File: src/rtl/hazard_pkg.sv
// Shared encodings for the pipeline hazard controller and the control unit.
package hazard_pkg;

  // RUDataWrSrc encoding selecting data-memory read data for writeback (marks a load).
  localparam logic [1:0] RUSRC_DM = 2'b01;

  // Data-memory wait-state machine.
  typedef enum logic [0:0] {
    RUN  = 1'b0,
    WAIT = 1'b1
  } wait_state_e;

endpackage

File: src/rtl/perf_counter.sv
// Wrapping event counter with synchronous reset and clear; reset beats clear beats increment.
module perf_counter #(
  parameter int unsigned CNT_W = 32
) (
  input  logic             clk,
  input  logic             rst,
  input  logic             clr,
  input  logic             inc,
  output logic [CNT_W-1:0] count
);

  logic [CNT_W-1:0] count_q;

  // Count qualifying cycles; a clear in the same cycle as an event drops the event.
  always_ff @(posedge clk) begin
    if (rst) begin
      count_q <= '0;
    end else if (clr) begin
      count_q <= '0;
    end else if (inc) begin
      count_q <= count_q + CNT_W'(1);
    end
  end

  assign count = count_q;

endmodule

File: src/rtl/hazard_ctrl.sv
// Stall/flush controller for the 5-stage RV32I pipeline: load-use, taken-branch and
// multi-cycle data-memory hazards, plus stall/flush performance counters.
module hazard_ctrl
  import hazard_pkg::*;
#(
  parameter int unsigned DM_WAIT = 2,
  parameter int unsigned CNT_W   = 32
) (
  input  logic             clk,
  input  logic             rst,
  input  logic [4:0]       rs1_de,
  input  logic [4:0]       rs2_de,
  input  logic             rs1_use_de,
  input  logic             rs2_use_de,
  input  logic [4:0]       rd_ex,
  input  logic             RuWr_ex,
  input  logic [1:0]       RUDataWrSrc_ex,
  input  logic             branch_taken_ex,
  input  logic             dm_access_me,
  input  logic             perf_clr,
  output logic             stall_fe,
  output logic             stall_de,
  output logic             stall_ex,
  output logic             stall_me,
  output logic             flush_de,
  output logic             flush_ex,
  output logic             flush_wb,
  output logic [CNT_W-1:0] stall_cycles,
  output logic [CNT_W-1:0] flush_events
);

  // Counter is kept at least one bit wide so DM_WAIT = 0 still elaborates cleanly.
  localparam int unsigned CntW     = (DM_WAIT > 0) ? $clog2(DM_WAIT + 1) : 1;
  localparam logic [CntW-1:0] CntLoad = CntW'((DM_WAIT > 0) ? (DM_WAIT - 1) : 0);
  localparam bit DmWaitEn = (DM_WAIT != 0);

  wait_state_e     state_q, state_d;
  logic [CntW-1:0] cnt_q, cnt_d;
  logic            mem_stall;

  logic            is_load_ex;
  logic            rs1_hit;
  logic            rs2_hit;
  logic            load_use;
  logic            any_stall;
  logic            branch_flush;

  // Load in EX whose destination is read by DE; x0 never creates a dependency.
  assign is_load_ex = RuWr_ex && (RUDataWrSrc_ex == RUSRC_DM) && (rd_ex != 5'd0);
  assign rs1_hit    = rs1_use_de && (rs1_de == rd_ex);
  assign rs2_hit    = rs2_use_de && (rs2_de == rd_ex);
  assign load_use   = is_load_ex && (rs1_hit || rs2_hit);

  // Wait FSM: each DM access holds ME for DM_WAIT cycles, then one release cycle in WAIT.
  always_comb begin
    state_d   = state_q;
    cnt_d     = cnt_q;
    mem_stall = 1'b0;
    case (state_q)
      RUN: begin
        if (dm_access_me && DmWaitEn) begin
          mem_stall = 1'b1;
          cnt_d     = CntLoad;
          state_d   = WAIT;
        end
      end
      WAIT: begin
        if (cnt_q != '0) begin
          mem_stall = 1'b1;
          cnt_d     = cnt_q - CntW'(1);
        end else begin
          state_d = RUN;
        end
      end
      default: begin
        state_d = RUN;
      end
    endcase
  end

  // Wait FSM state; reset aborts any wait in progress.
  always_ff @(posedge clk) begin
    if (rst) begin
      state_q <= RUN;
      cnt_q   <= '0;
    end else begin
      state_q <= state_d;
      cnt_q   <= cnt_d;
    end
  end

  // Prioritised pipeline controls: reset, memory wait, taken branch, load-use bubble.
  always_comb begin
    stall_fe = 1'b0;
    stall_de = 1'b0;
    stall_ex = 1'b0;
    stall_me = 1'b0;
    flush_de = 1'b0;
    flush_ex = 1'b0;
    flush_wb = 1'b0;
    if (rst) begin
      flush_de = 1'b1;
      flush_ex = 1'b1;
      flush_wb = 1'b1;
    end else if (mem_stall) begin
      // Whole front of the pipe freezes; WB receives a bubble while ME waits.
      stall_fe = 1'b1;
      stall_de = 1'b1;
      stall_ex = 1'b1;
      stall_me = 1'b1;
      flush_wb = 1'b1;
    end else if (branch_taken_ex) begin
      // Squashes the dependent instruction too, so a coincident load-use is moot.
      flush_de = 1'b1;
      flush_ex = 1'b1;
    end else if (load_use) begin
      stall_fe = 1'b1;
      stall_de = 1'b1;
      flush_ex = 1'b1;
    end
  end

  assign any_stall    = stall_fe || stall_de || stall_ex || stall_me;
  assign branch_flush = !rst && !mem_stall && branch_taken_ex;

  perf_counter #(
    .CNT_W (CNT_W)
  ) u_stall_cnt (
    .clk   (clk),
    .rst   (rst),
    .clr   (perf_clr),
    .inc   (any_stall),
    .count (stall_cycles)
  );

  perf_counter #(
    .CNT_W (CNT_W)
  ) u_flush_cnt (
    .clk   (clk),
    .rst   (rst),
    .clr   (perf_clr),
    .inc   (branch_flush),
    .count (flush_events)
  );

endmodule

File: config.mk
export PLATFORM = sky130hd
export DESIGN_NAME = hazard_ctrl
export DESIGN_NICKNAME = d
export VERILOG_FILES = /design/src/rtl/hazard_pkg.sv /design/src/rtl/perf_counter.sv /design/src/rtl/hazard_ctrl.sv
export SDC_FILE = /design/constraint.sdc
export NUM_CORES = 1
export LEC_CHECK = 0
export ABC_AREA = 1
export CAP_MARGIN = 20
export CORE_UTILIZATION = 35
export DETAILED_ROUTE_END_ITERATION = 10
export PLACE_DENSITY = 0.6
export SYNTH_ARGS = -nofsm -noshare
export SYNTH_HDL_FRONTEND = slang
export SYNTH_HIERARCHICAL = 1
export SYNTH_SLANG_ARGS = --single-unit
File: constraint.sdc
create_clock -name clk -period 5.3 [get_ports clk]
set_input_delay 1.06 -clock clk [delete_from_list [all_inputs] [get_ports clk]]
set_output_delay 1.06 -clock clk [all_outputs]
set_load 0.05 [all_outputs]
==> flow_metrics.py, run 1 <==
metrics = {
    "synthesis": {
        "async_flop_share_pct": 0,
        "syn-mean-instance-area_sq_um": 6.258,
        "synth_warnings": 6,
        "ys_ff_latch": 67,
        "synth_cell_types": 30,
        "synthFlopType": "dfxtp_1",
        "syn_inst": 657,
        "yosys-top-cells-count": "173 x nand2_1, 107 x nor2_1, 87 x inv_1, 67 x dfxtp_1, 47 x nand3_1",
        "syn-num-nets": 685,
        "yosys.area.top_type": "dfxtp_1",
        "synth_area_leaders": "dfxtp_1 33%, nand2_1 16%, nor2_1 9.8%, inv_1 7.9%, nand3_1 5.7%",
        "synth_top_area_share_pct": 32.62,
        "syn_area_sq_um": 4111,
        "seq_area_frac_synth_pct": 32.62,
        "synth-edff-count": 0,
        "yosys.cell_count.top_type": "nand2_1",
    },
    "worst_setup_path": {
        "crit_fanout": 4,
        "crit_arrival_ps": 2990,
        "crit_type": "input pin to output pin",
        "slowest_delay_ps": 810,
        "r2r_start": "cnt_q[0]",
        "crit_chain": "clkdlybuf4s50_1 -> inv_2 -> nand2_1 -> nand2_1 -> nor2_1 -> nand3_1 -> nand2_2 -> nand3_2 -> nand2_1 -> clkdlybuf4s50_1",
        "critPathCapture": "stall_de",
        "required_ps": 4240,
        "r2r_cells": 15,
        "cp.depth": 10,
        "startpoint": "rd_ex[4]",
        "crit_family": "buffers and inverters",
        "worst_path_most_repeated_cell": "nand2_1",
        "reg2reg_slack_ps": 2720,
        "crit_buf_inv": 3,
        "crit_path_start_kind": "input pin",
        "r2r-end": "u_flush_cnt/count[28]",
        "end_kind": "output pin",
        "critPathSlowestCell": "clkdlybuf4s50_1",
    },
    "cells_and_area": {
        "register_area_sq_um": 1341,
        "fin_cells": 904,
        "nNetsFinal": 785,
        "num-fill-cells": 1194,
        "areaGrowthSynthToFinish_pct": 33.69,
        "drive_above_1_share_pct": 10.51,
        "multiInputGateArea_sq_um": 2333,
        "diodes": 0,
    },
    "timing": {
        "fin_tns_setup_ps": 0,
        "fin_worst_skew_ps": 7.715,
        "post-route-min-period_ps": 4045,
        "hold_violations": 0,
        "rsz0062_at_grt": "false",
        "layout_worst_path_cycle_share_pct": 76.32,
        "slew_violations": 0,
        "finalSetupViolCount": 0,
        "worst_pin_slew_ps": 1068,
        "fmax_ghz": 0.2472,
        "max-slew-margin-rel_pct": 28.53,
    },
    "grt": {
        "grt_use_total_pct": 19.31,
        "grt_max_degree": 17,
        "grt_pass1_wl_mm": 18.24,
        "antenna_found_initial": 0,
        "first_global_vias": 4026,
        "grt_overflow": 0,
    },
    "floorplan": {
        "std_cell_rows": 39,
        "initial_core_util_pct": 36.01,
        "die_h_um": 110.4,
        "ios": 96,
        "core_area_sq_um": 11420,
        "die_w_um": 110.4,
        "die-area_sq_um": 12180,
    },
    "route": {
        "wl_per_cell_um": 12.17,
        "vias_per_cell": 4.785,
        "via_count": 4326,
        "drt-pass1-iter-count": 6,
        "drt-total-wl_mm": 11.00,
        "drcViolationCount": 0,
        "first_iter_violations": 195,
        "antenna_left": 0,
    },
    "clocking": {
        "clockBufferDepth": 2,
        "htree_levels": 3,
        "cts-buffers-inserted": 9,
        "cts_tree": "built",
        "postCtsSetupBuffers": 0,
        "hold_buffers": 0,
        "clk_pin_slew_ps": 50,
        "clock_latency_ps": 330,
        "cts_resized": 0,
        "root_buffer": "clkbuf_16",
        "clock_sinks": 67,
    },
    "hold_path": {
        "hold_class": "flop to flop",
    },
    "power_and_ir_drop": {
        "power.density_nw_per_um2": 219.6,
        "peakVddDrop_mv": 0.1924,
        "cellLeakagePower_nw": 2.069,
    },
    "placed_design": {
        "port_buffers": 95,
        "dp.cells": 889,
        "place.gp.congestion": 0.8345,
        "dpl.hpwl_mm": 8.428,
    },
    "run": {
        "maxCapViolCount": 0,
    },
    "status": {
        "outcome": "complete, no violations",
    },
}
## per-layer routing
layer,routed length (um),track usage (%)
met1,4990,22.43
met2,5362,34.29
met3,477,5.173
met4,172,6.015
met5,0,0
## sequential cells by signal, summed over array words and instances (netlist names)
register	flops
cnt_q	2
u_flush_cnt/count	32
u_stall_cnt/count	32
state_q	1
## logic make-up (layout without fill, tap and decap cells)
kind of cell | Yosys count | count (layout) | share of synthesized area, %
adder cells (fa/ha/maj) | 3 | 3 | 0.9131
flip-flops | 67 | 67 | 32.62
buffers and inverters | 107 | 211 | 10.62
AO/OA/AOI/OAI | 64 | 64 | 8.125
AND/OR/NAND/NOR | 416 | 416 | 47.72
## cell type report
cell class / count / area share [%]
clock buffer: 13 / 4.735
sequential: 67 / 24.40
timing repair buffer: 97 / 17.57
tap: 143 / 3.255
inverter: 99 / 6.943
clock inverter: 2 / 0.6374
multi-input combinational: 483 / 42.45
## report_power, final
part           total, mW  internal (mW)  switching, mW
clock network      0.599          0.387          0.213
logic             0.0996         0.0391         0.0604
registers          0.508          0.506        0.00172
## worst min-delay path by stage
stage | cells past startpoint | slack, ps | endpoint | start
global route | 2 | 510 | cnt_q[0] | cnt_q[0]
floorplan | 2 | 450 | cnt_q[1] | cnt_q[1]
CTS | 2 | 490 | cnt_q[1] | cnt_q[1]
global placement | 2 | 480 | cnt_q[1] | cnt_q[1]
detailed placement | 2 | 470 | cnt_q[1] | cnt_q[1]
finish | 2 | 480 | cnt_q[1] | cnt_q[1]
## layout by cell type, fill, tap and decap left out, types with 3 or more instances in the layout
cell type / n
inv_1: 87
clkdlybuf4s50_1: 95
o21ai_0: 13
nand4_1: 23
dfxtp_1: 67
nand3_1: 47
nor2_4: 14
nor3_1: 4
ha_1: 3
nor2_2: 20
nand2_1: 173
clkbuf_16: 9
a21oi_1: 44
inv_2: 10
nand2_2: 12
nor3b_1: 4
nand3_2: 3
nor2_1: 107
## per-stage QoR
| stage | setup slack [ps] | hold WS, ps | util, % | total power [mW] | cell area (sq um) |
|---|---|---|---|---|---|
| 2_1_floorplan | 1680 | 451.6 | - | 0.5812 | 4111 |
| 4_1_cts | 1242 | 487.6 | 48.14 | 1.227 | 5497 |
| 3_3_place_gp | 1286 | 478.0 | 45.55 | 0.6178 | 5201 |
| 3_5_place_dp | 1244 | 472.4 | 45.55 | 0.6191 | 5201 |
| 5_1_grt | 1125 | 508.4 | 48.14 | 1.252 | 5497 |
| 6_report | 1255 | 483.3 | 48.14 | 1.207 | 5497 |
## worst reg2reg max path, delay by kind of cell, from the launching register on
kind,cells,cell delay [ps]
AO/OA/AOI/OAI,1,90
adder cells (fa/ha/maj),1,140
buffers and inverters,3,190
flip-flops,1,300
AND/OR/NAND/NOR,10,1730
(Power assumes the default switching activity.)
==> run 2, diff against run 1 <==
--- a/config.mk
+++ b/config.mk
@@ -9,7 +9,7 @@
 export CAP_MARGIN = 20
 export CORE_UTILIZATION = 35
 export DETAILED_ROUTE_END_ITERATION = 10
-export PLACE_DENSITY = 0.6
+export PLACE_DENSITY = 0.63
 export SYNTH_ARGS = -nofsm -noshare
 export SYNTH_HDL_FRONTEND = slang
 export SYNTH_HIERARCHICAL = 1
==> constraint.sdc (replaced) <==
create_clock -name clk -period 3.6 [get_ports clk]
set_input_delay 0.72 -clock clk [delete_from_list [all_inputs] [get_ports clk]]
set_output_delay 0.72 -clock clk [all_outputs]
set_load 0.05 [all_outputs]
==> run 2 against run 1 <==
Compared with the run above:
- die area stayed put
- combinational power rose by 47%
- clock skew shrank 0.65 ps
- final area down 0.25%
- setup slack got worse by 860 ps
- via count is 0.44% higher
- sequential share of layout area up 0.061 points
- register-to-register slack lost 1400 ps
- global-route usage fell by 0.19 points
==> flow_metrics.py, run 2 (synthesis results as in run 1) <==
metrics = {
    "grt": {
        "first_global_vias": 3903,
        "grt_use_total_pct": 19.11,
        "grt_use_met2_pct": 34.03,
        "grt_overflow": 0,
        "grt_use_met3_pct": 4.350,
        "grt_max_degree": 28,
        "grt_pass1_wl_mm": 18.20,
        "antenna_found_initial": 0,
        "grt_use_met1_pct": 22.97,
        "busiest_layer": "met2",
    },
    "clocking": {
        "clock_latency_ps": 330,
        "clockBufferDepth": 2,
        "cts_resized": 0,
        "root_buffer": "clkbuf_16",
        "htree_levels": 3,
        "postCtsSetupBuffers": 0,
        "hold_buffers": 0,
        "cts-buffers-inserted": 9,
        "clock_sinks": 67,
        "clk_pin_slew_ps": 50,
        "cts_tree": "built",
    },
    "placed_design": {
        "port_buffers": 95,
        "place_ws_ps": 410.6,
        "dpl.hpwl_mm": 8.409,
        "place.gp.congestion": 0.8103,
    },
    "route": {
        "drt-total-wl_mm": 10.99,
        "antenna_left": 0,
        "via_count": 4345,
        "first_iter_violations": 262,
        "drt-pass1-iter-count": 4,
        "drcViolationCount": 0,
        "wl_per_cell_um": 12.14,
        "vias_per_cell": 4.801,
    },
    "power_and_ir_drop": {
        "cellLeakagePower_nw": 2.067,
        "peakVddDrop_mv": 0.2684,
        "power.density_nw_per_um2": 314.8,
    },
    "worst_setup_path": {
        "crit_path_start_kind": "input pin",
        "reg2reg_slack_ps": 1360,
        "crit_buf_inv": 4,
        "critPathSlowestCell": "clkdlybuf4s50_1",
        "end_kind": "output pin",
        "crit_arrival_ps": 2480,
        "worst_path_most_repeated_cell": "clkdlybuf4s50_1",
        "crit_family": "buffers and inverters",
        "crit_chain": "clkdlybuf4s50_1 -> inv_1 -> nand2_2 -> inv_2 -> nor2_1 -> clkdlybuf4s50_1",
        "crit_type": "input pin to output pin",
        "required_ps": 2880,
        "slowest_delay_ps": 820,
        "crit_fanout": 5,
    },
    "timing": {
        "max-slew-margin-rel_pct": 63.95,
        "fin_tns_setup_ps": 0,
        "hold_violations": 0,
        "fin_ws_ps": 396.2,
        "post-route-min-period_ps": 3204,
        "fmax_ghz": 0.3121,
        "rsz0062_at_grt": "false",
        "layout_worst_path_cycle_share_pct": 88.99,
        "slew_violations": 0,
        "fin_worst_skew_ps": 7.069,
        "finalSetupViolCount": 0,
        "worst_pin_slew_ps": 539.0,
    },
    "floorplan": {
        "initial_core_util_pct": 36.01,
        "ios": 96,
        "die_w_um": 110.4,
        "die-area_sq_um": 12180,
        "die_h_um": 110.4,
        "std_cell_rows": 39,
        "core_area_sq_um": 11420,
    },
    "cells_and_area": {
        "nNetsFinal": 786,
        "diodes": 0,
        "final_cell_mix": "173 x nand2_1, 107 x nor2_1, 92 x clkdlybuf4s50_1",
        "areaGrowthSynthToFinish_pct": 33.35,
        "layout_commonest_cell": "nand2_1",
        "drive_above_1_share_pct": 11.02,
    },
    "hold_path": {
        "hold_class": "flop to flop",
    },
    "run": {
        "maxCapViolCount": 0,
    },
    "status": {
        "outcome": "complete, no violations",
    },
}
==> run 2: tightest hold or removal path, cell delays in order (launching register included) <==
cell	delay (ps)
dfxtp_1	310
inv_1	70
o21ai_1	70
==> run 2: worst paths after layout <==
check	start	to	cells past startpoint
worst max-delay path	rst	flush_de	6
worst min-delay path	cnt_q[0]	cnt_q[0]	2
worst max register to register	cnt_q[0]	u_stall_cnt/count[28]	14
worst min register to register	cnt_q[0]	cnt_q[0]	2
==> run 2: routing by layer <==
metal  vias up  routed length [um]
li1       2271                   -
met1      1955                4936
met2       108                5436
met3        11                 487
met4         0                 128
met5         -                   0
==> run 2: stage by stage <==
stage	hold WS (ps)	instances	util (%)	cell area, sq um	total power [mW]
finish	492.7	905	48.02	5483	1.726
global placement	480.6	890	45.55	5201	0.9079
CTS	498.8	905	48.02	5483	1.755
floorplan	451.6	657	-	4111	0.8556
global route	523.3	905	48.02	5483	1.800
detailed placement	484.8	890	45.55	5201	0.9106
==> run 2: power by group <==
part | total [mW] | switching [mW] | internal [mW]
Sequential | 0.748 | 0.00249 | 0.745
Clock | 0.832 | 0.312 | 0.519
Combinational | 0.146 | 0.0893 | 0.0570
==> run 2: layout make-up <==
cell class                      instances  area (sq um)
Sequential cell                        67          1341
Clock inverter                          1         7.507
Timing Repair Buffer                   98         965.9
Fill cell                            1195          5936
Multi-Input combinational cell        483          2333
Clock buffer                           14         274.0
Tap cell                              143         178.9
Inverter                               99         381.6
